File: config.mk
export PLATFORM = sky130hd
export DESIGN_NAME = load_store_unit
export DESIGN_NICKNAME = d
export VERILOG_FILES = /design/src/rtl/load_store_unit.sv
export SDC_FILE = /design/constraint.sdc
export NUM_CORES = 1
export LEC_CHECK = 0
export CELL_PAD_IN_SITES_DETAIL_PLACEMENT = 1
export CELL_PAD_IN_SITES_GLOBAL_PLACEMENT = 1
export CORE_AREA = 2 2 117 165
export DETAILED_ROUTE_END_ITERATION = 7
export DIE_AREA = 0 0 119 167
export PLACE_DENSITY = 0.93
export SLEW_MARGIN = 5
export SYNTH_ARGS = -nofsm -noshare
export SYNTH_HDL_FRONTEND = slang
export SYNTH_SLANG_ARGS = --single-unit
File: constraint.sdc
create_clock -name clk -period 3.55 [get_ports clk]
set_clock_uncertainty 0.2 [all_clocks]
set_input_delay 0.71 -clock clk [delete_from_list [all_inputs] [get_ports clk]]
set_output_delay 0.71 -clock clk [all_outputs]
set_load 0.01 [all_outputs]
File: src/rtl/load_store_unit.sv
// Load/store unit: turns RISC-V byte/half/word loads and stores from the execute stage into
// word-wide accesses on the memory-map decoder port. Sub-word stores use read-modify-write.
//
// Ports:
//   clk, reset                      clock, synchronous active-high reset
//   req_*                           core request (accepted only while req_ready is high)
//   resp_valid/resp_data/resp_fault one-cycle completion pulse with extended load data and fault
//   address, memory_out, memory_in  word address, combinational read word, write word
//   write_enable                    write strobe; decoder commits at the end of the cycle
//   read_capable, write_capable     permissions of the currently decoded region
module load_store_unit #(
  parameter bit FAULT_ON_MISALIGN = 1'b1
) (
  input  logic        clk,
  input  logic        reset,
  input  logic        req_valid,
  output logic        req_ready,
  input  logic        req_write,
  input  logic [31:0] req_address,
  input  logic [1:0]  req_size,
  input  logic        req_unsigned,
  input  logic [31:0] req_data,
  output logic        resp_valid,
  output logic [31:0] resp_data,
  output logic [1:0]  resp_fault,
  output logic [29:0] address,
  input  logic [31:0] memory_out,
  output logic [31:0] memory_in,
  output logic        write_enable,
  input  logic        read_capable,
  input  logic        write_capable
);

  typedef enum logic [1:0] {StIdle, StAccess, StWrite, StResp} state_e;

  state_e      state_q, state_d;
  logic [31:0] addr_q, addr_d;
  logic [1:0]  size_q, size_d;
  logic        uns_q, uns_d;
  logic        write_q, write_d;
  logic [31:0] data_q, data_d;
  logic [31:0] merged_q, merged_d;
  logic [31:0] resp_data_q, resp_data_d;
  logic [1:0]  resp_fault_q, resp_fault_d;

  logic        misaligned;
  logic [7:0]  load_byte;
  logic [15:0] load_half;
  logic [31:0] load_ext;
  logic [31:0] rmw_base;
  logic [31:0] rmw_word;

  assign misaligned = ((req_size == 2'd1) && req_address[0]) ||
                      ((req_size == 2'd2) && (req_address[1:0] != 2'b00));

  // Lane extraction and extension of the read word for loads.
  always_comb begin
    load_byte = memory_out[7:0];
    unique case (addr_q[1:0])
      2'd0: load_byte = memory_out[7:0];
      2'd1: load_byte = memory_out[15:8];
      2'd2: load_byte = memory_out[23:16];
      2'd3: load_byte = memory_out[31:24];
      default: load_byte = memory_out[7:0];
    endcase
    load_half = addr_q[1] ? memory_out[31:16] : memory_out[15:0];
    unique case (size_q)
      2'd0:    load_ext = {{24{~uns_q & load_byte[7]}}, load_byte};
      2'd1:    load_ext = {{16{~uns_q & load_half[15]}}, load_half};
      default: load_ext = memory_out;
    endcase
  end

  // Merge of store data into the current word; write-only regions merge into zero.
  always_comb begin
    rmw_base = read_capable ? memory_out : 32'h0;
    rmw_word = rmw_base;
    if (size_q == 2'd0) begin
      for (int i = 0; i < 4; i++) begin
        if (addr_q[1:0] == 2'(i)) rmw_word[8*i +: 8] = data_q[7:0];
      end
    end else if (addr_q[1]) begin
      rmw_word[31:16] = data_q[15:0];
    end else begin
      rmw_word[15:0] = data_q[15:0];
    end
  end

  always_comb begin
    state_d      = state_q;
    addr_d       = addr_q;
    size_d       = size_q;
    uns_d        = uns_q;
    write_d      = write_q;
    data_d       = data_q;
    merged_d     = merged_q;
    resp_data_d  = resp_data_q;
    resp_fault_d = resp_fault_q;
    unique case (state_q)
      StIdle: begin
        if (req_valid) begin
          size_d  = req_size;
          uns_d   = req_unsigned;
          write_d = req_write;
          data_d  = req_data;
          // Natural alignment is forced here so a non-faulting misaligned access proceeds.
          unique case (req_size)
            2'd1:    addr_d = {req_address[31:1], 1'b0};
            2'd2:    addr_d = {req_address[31:2], 2'b00};
            default: addr_d = req_address;
          endcase
          if (req_size == 2'd3) begin
            resp_fault_d = 2'd3;
            resp_data_d  = 32'h0;
            state_d      = StResp;
          end else if (misaligned && FAULT_ON_MISALIGN) begin
            resp_fault_d = 2'd1;
            resp_data_d  = 32'h0;
            state_d      = StResp;
          end else begin
            state_d = StAccess;
          end
        end
      end
      StAccess: begin
        resp_data_d  = 32'h0;
        resp_fault_d = 2'd0;
        state_d      = StResp;
        if (!write_q) begin
          if (read_capable) resp_data_d = load_ext;
          else resp_fault_d = 2'd2;
        end else if (!write_capable) begin
          resp_fault_d = 2'd2;
        end else if (size_q != 2'd2) begin
          merged_d = rmw_word;
          state_d  = StWrite;
        end
      end
      StWrite: begin
        resp_data_d  = 32'h0;
        resp_fault_d = 2'd0;
        state_d      = StResp;
      end
      StResp: state_d = StIdle;
      default: state_d = StIdle;
    endcase
  end

  always_ff @(posedge clk) begin
    if (reset) begin
      state_q      <= StIdle;
      addr_q       <= 32'h0;
      size_q       <= 2'd0;
      uns_q        <= 1'b0;
      write_q      <= 1'b0;
      data_q       <= 32'h0;
      merged_q     <= 32'h0;
      resp_data_q  <= 32'h0;
      resp_fault_q <= 2'd0;
    end else begin
      state_q      <= state_d;
      addr_q       <= addr_d;
      size_q       <= size_d;
      uns_q        <= uns_d;
      write_q      <= write_d;
      data_q       <= data_d;
      merged_q     <= merged_d;
      resp_data_q  <= resp_data_d;
      resp_fault_q <= resp_fault_d;
    end
  end

  assign req_ready  = (state_q == StIdle);
  assign resp_valid = (state_q == StResp);
  assign resp_data  = resp_data_q;
  assign resp_fault = resp_fault_q;
  assign address    = ((state_q == StAccess) || (state_q == StWrite)) ? addr_q[31:2] : 30'h0;

  // Reset gates the strobe directly so a write caught mid-flight never commits.
  assign write_enable = !reset &&
                        (((state_q == StAccess) && write_q && (size_q == 2'd2) && write_capable) ||
                         (state_q == StWrite));
  assign memory_in = !write_enable ? 32'h0 : ((state_q == StWrite) ? merged_q : data_q);

endmodule

* Yosys cells after proc, flatten, opt, wreduce, memory -nomap -nowiden *
Index checks and enable logic that the tools add are counted.

storage, ports and cells
  bits in registers = 136
  bits in latches = 0
  RAM bits = 0
  memory bits (read-only) = 0
  logic and storage cells = 79
  memories = 0

cells by class
  $add $sub $neg = 0
  $mul = 0
  divide/modulo/power cells = 0
  $lt $le $gt $ge = 0
  equal/unequal tests = 14
  shift-type cells = 0
  multiplexer cells = 35
  bitwise gates (word level) = 3
  reductions and logical operators = 18

operators with widths
  operator                                                                 count
  32-bit two-way mux                                                       9
  32-bit one-hot mux with 3 select lines                                   1
  32-bit one-hot mux with 2 select lines                                   1
  16-bit two-way mux                                                       3
  8-bit two-way mux                                                        4
  8-bit one-hot mux with 4 select lines                                    1
  30-bit two-way mux                                                       1
  2-bit two-way mux                                                        9
  2-bit == test, second input constant                                     7
  2-bit by 1-bit == test with 1-bit output, second input constant          4
  2-bit one-hot mux with 4 select lines                                    1
  1-bit logical AND                                                        6
  2-bit logical NOT                                                        3
  2-bit one-hot mux with 3 select lines                                    1
  2-bit inequality test, second input constant                             2
  2-bit one-hot mux with 2 select lines                                    1
  4-bit AND reduction                                                      1
  1-bit logical OR                                                         3
  1-bit two-way mux                                                        3
  3-bit by 1-bit inequality test with 1-bit output, second input constant  1
  3-bit AND reduction                                                      1
  3-bit nonzero test                                                       1
  1-bit bitwise AND                                                        2
  2-bit AND reduction                                                      1
  other kinds (3)                                                          3

* Depth between registers and ports, before layout *
  depth after elaboration = 7
  depth in mapped cells = 8
  mapped depth without buffers = 6

* Worst setup path after synthesis *
No wires, ideal clock.

  path kind = input to output
  start = input write_capable
  end = output memory_in[10]
  data arrival time = 1.750 ns
  slack = 0.890 ns
  stages = 6
  path buffers = 2
  cell sequence = and2_1 -> a41oi_1 -> or2_2 -> clkbuf_1 -> buf_2 -> nor2_1

between the ends
  word-level cells in the longest chain between the ends = 4

ends and longest elaborated chain
  element             line  RTL
  from (decl)         31    input logic write_capable
  1-bit logical AND   181   (((state_q == StAccess) && write_q && (size_q == 2'd2) && write_capable) ||
  1-bit logical OR    181
  1-bit logical AND   180   assign write_enable = !reset &&
  32-bit two-way mux  183   assign memory_in = !write_enable ? 32'h0 : ((state_q == StWrite) ? merged_q : data_q);
  to (decl)           28    output logic [31:0] memory_in,

Every way passes these cells.

* Worst setup path after layout *
  start = input write_capable
  end = output write_enable

between the ends
  word-level cells in the longest chain between the ends = 3

ends and longest elaborated chain
  element            line  RTL
  1-bit logical AND  181
  1-bit logical OR   181
  1-bit logical AND  180
  to (decl)          29    output logic write_enable,

Every way passes these cells.

==> metrics.yaml <==
run_status:
  outcome: "finished, final reports clean"
worst_hold_path:
  min_path_type: "reg -> reg"
global_routing:
  track_usage_pct: 24.8
  antenna_found_initial: 0
  grt_max_degree: 106
  grt-ovfl-total: 0
  grt_pass1_wl_mm: 38.8
  grt_pass1_vias: 7252
clock_tree:
  clock-sinks: 136
  clkLatencyLatePin_ns: 0.43
  cts_tree: "yes"
  cts-buffers-inserted: 17
  postCtsSetupBuffers: 0
  cts_max_level: 4
  cts.repair.resized: 29
  clk_pin_slew_worst_paths_ns: 0.06
  clk_path_buf_depth: 2
  clock-root-buffer: "clkbuf_16"
  cts_hold_buf: 0
placement:
  io_buffers: 203
  dp_hpwl_mm: 17.9
  dpl-instance-area_um2: 8890
  gp_congestion: 0.907
synth:
  ys_seq_area_share_pct: 40.7
  synth.distinct_cells: 52
  synth_area_per_cell_um2: 8.11
  syn_inst: 826
  ys_ff_latch: 136
  yosys_warnings: 0
  syn_area_um2: 6700
  syn_nets: 938
  synthArstFlopShare_pct: 0
  synth_edf_count: 0
  synthFlopType: "dfxtp_1"
floorplanning:
  top_level_ports: 204
  rows: 59
  coreArea_um2: 18400
  die_x_um: 119
  die_h_um: 167
  initial_utilization_pct: 36.4
  dieArea_um2: 19900
worst_setup_path:
  rrSetupSlack_ns: 1.05
  path_class: "in -> out"
  worstPathMaxFanout: 32
  ff2ff_path_depth: 4
  r2r-end: "resp_data[20]"
  r2r-start: "addr_q[1]"
  startpoint: "write_capable"
  critPathCapture: "write_enable"
  endpoint_kind: "output port"
  required_ns: 2.64
  startpoint_type: "primary input"
  arrival_ns: 2.53
final_layout:
  nets: 1110
  antenna_cells: 0
  fin_area_um2: 9470
  syn_to_final_growth_pct: 41.3
  layout-drive-gt1-share_pct: 8.33
  fillers: 2159
power_and_ir_drop:
  vdd_ir_drop_max_uv: 332
  cellPowerDensity_nw_per_um2: 530
  leakagePower_nw: 3.56
timing:
  holdWs_ns: 0.250
  final.min_clock_period_ns: 3.44
  worst_pin_slew_ns: 1.18
  finalCritPeriodShare_pct: 96.8
  finalHoldViolations: 0
  timing.slew.headroom_pct: 21.7
  max_freq_ghz: 0.291
  slew_viol_final: 0
  rsz0062_at_grt: "no"
  finalSetupViolations: 0
drt:
  drt_pass1_iterations: 4
  via_count: 6811
  routed_wl_mm: 24.8
  drtIter0Drc: 390
  wl_per_cell_um: 19.8
  drc: 0
  via_per_inst: 5.44
  ant_nets: 0
flow_run:
  max-cap-violations: 0
sequential cells by signal (all words and copies together) (netlist names):
register    cells
addr_q         32
data_q         32
merged_q       32
resp_data      32
resp_fault      2
size_q          2
state_q         2
uns_q           1
write_q         1
worst min path at each step:
stage	startpoint	end	depth (start not counted)
2_1_floorplan	addr_q[10]	addr_q[10]	2
3_3_place_gp	addr_q[27]	addr_q[27]	2
3_5_place_dp	addr_q[18]	addr_q[18]	2
4_1_cts	addr_q[30]	addr_q[30]	2
5_1_grt	addr_q[18]	addr_q[18]	2
6_report	addr_q[27]	addr_q[27]	2
cells by family after synthesis:
kind of cell	count (synthesis)	share of synthesized area [%]
flip-flops	136	40.7
AND/OR/NAND/NOR	343	23.1
buffers and inverters	79	5.49
AO/OA/AOI/OAI	214	22.2
multiplexers	47	7.30
adder cells (fa/ha/maj)	7	1.31
critical path, cell delays in order:
cell and delay [ns]:
clkdlybuf4s50_1 0.48, and2_1 0.16, a41oi_1 0.13, or2_4 0.27, buf_12 0.18, inv_1 0.07
clkdlybuf4s50_1 0.53
report_power, final:
part,internal [W],leakage (nW),switching (W)
Clock,0.00113,0.287,0.000687
Sequential,0.00167,1.11,0.000113
Combinational,0.000607,2.17,0.000809
Total,0.00341,3.56,0.00161
synth_stat cells (13+ instances only):
cell type	n	area share [%]
a21oi_1	94	7.0
a22o_1	13	1.7
a311oi_1	17	2.2
and2_1	40	3.7
buf_2	20	1.5
clkbuf_1	39	2.2
dfxtp_1	136	41
mux2i_1	38	5.7
nand2_1	176	9.9
nand3_1	25	1.9
nor2_1	67	3.8
o21ai_0	25	1.9
per-layer routing:
layer / up-vias / routed length, um / share of wire (%) / global-route usage, %
met2: 273 / 12500 / 50 / 43.0
met5: - / 0 / 0 / 0
li1: 3198 / - / - / -
met3: 99 / 1660 / 6.7 / 6.27
met4: 0 / 1500 / 6.0 / 16.2
met1: 3241 / 9190 / 37 / 26.6
through the flow:
stage | util [%] | setup TNS (ns) | setup WS, ns | std cells | power, W
floorplan | - | 0 | 0.890 | 826 | 0.00261
global placement | 48.4 | 0 | 0.00882 | 1223 | 0.00317
detailed placement | 48.4 | -0.642 | -0.0731 | 1223 | 0.00322
CTS | 51.5 | 0 | 0.00147 | 1253 | 0.00504
global route | 51.5 | 0 | 0.0338 | 1253 | 0.00525
finish | 51.5 | 0 | 0.112 | 1253 | 0.00502
area by class of cell:
class | instances | area, um2 | share of cell area, %
multi-input combinational | 611 | 3620 | 38.3
sequential | 136 | 2720 | 28.8
timing repair buffer | 222 | 2180 | 23.0
clock buffer | 19 | 453 | 4.78
tap | 244 | 305 | 3.22
clock inverter | 11 | 149 | 1.57
inverter | 10 | 37.5 | 0.397
placed cells by master, fill, tap and decap left out, types with 3 or more instances in the layout:
cell type	instances
mux2_2	7
nor2b_1	9
mux2i_1	38
clkinvlp_4	3
nor2_1	67
and2_1	39
a2bb2oi_1	7
nor3_1	4
a311oi_1	17
a21o_1	9
nand3_1	25
dlygate4sd2_1	29
a21oi_1	94
a22o_1	13
ha_1	6
clkbuf_16	17
buf_4	17
inv_1	9
o2bb2ai_2	10
bufinv_16	3
o2bb2ai_1	6
o211ai_1	10
clkdlybuf4s50_1	171
buf_12	3
nand2b_1	7
nand2_1	175
dfxtp_1	136
o221ai_1	9
o21ai_0	25
Note: power is estimated with default switching activity, not from simulation.
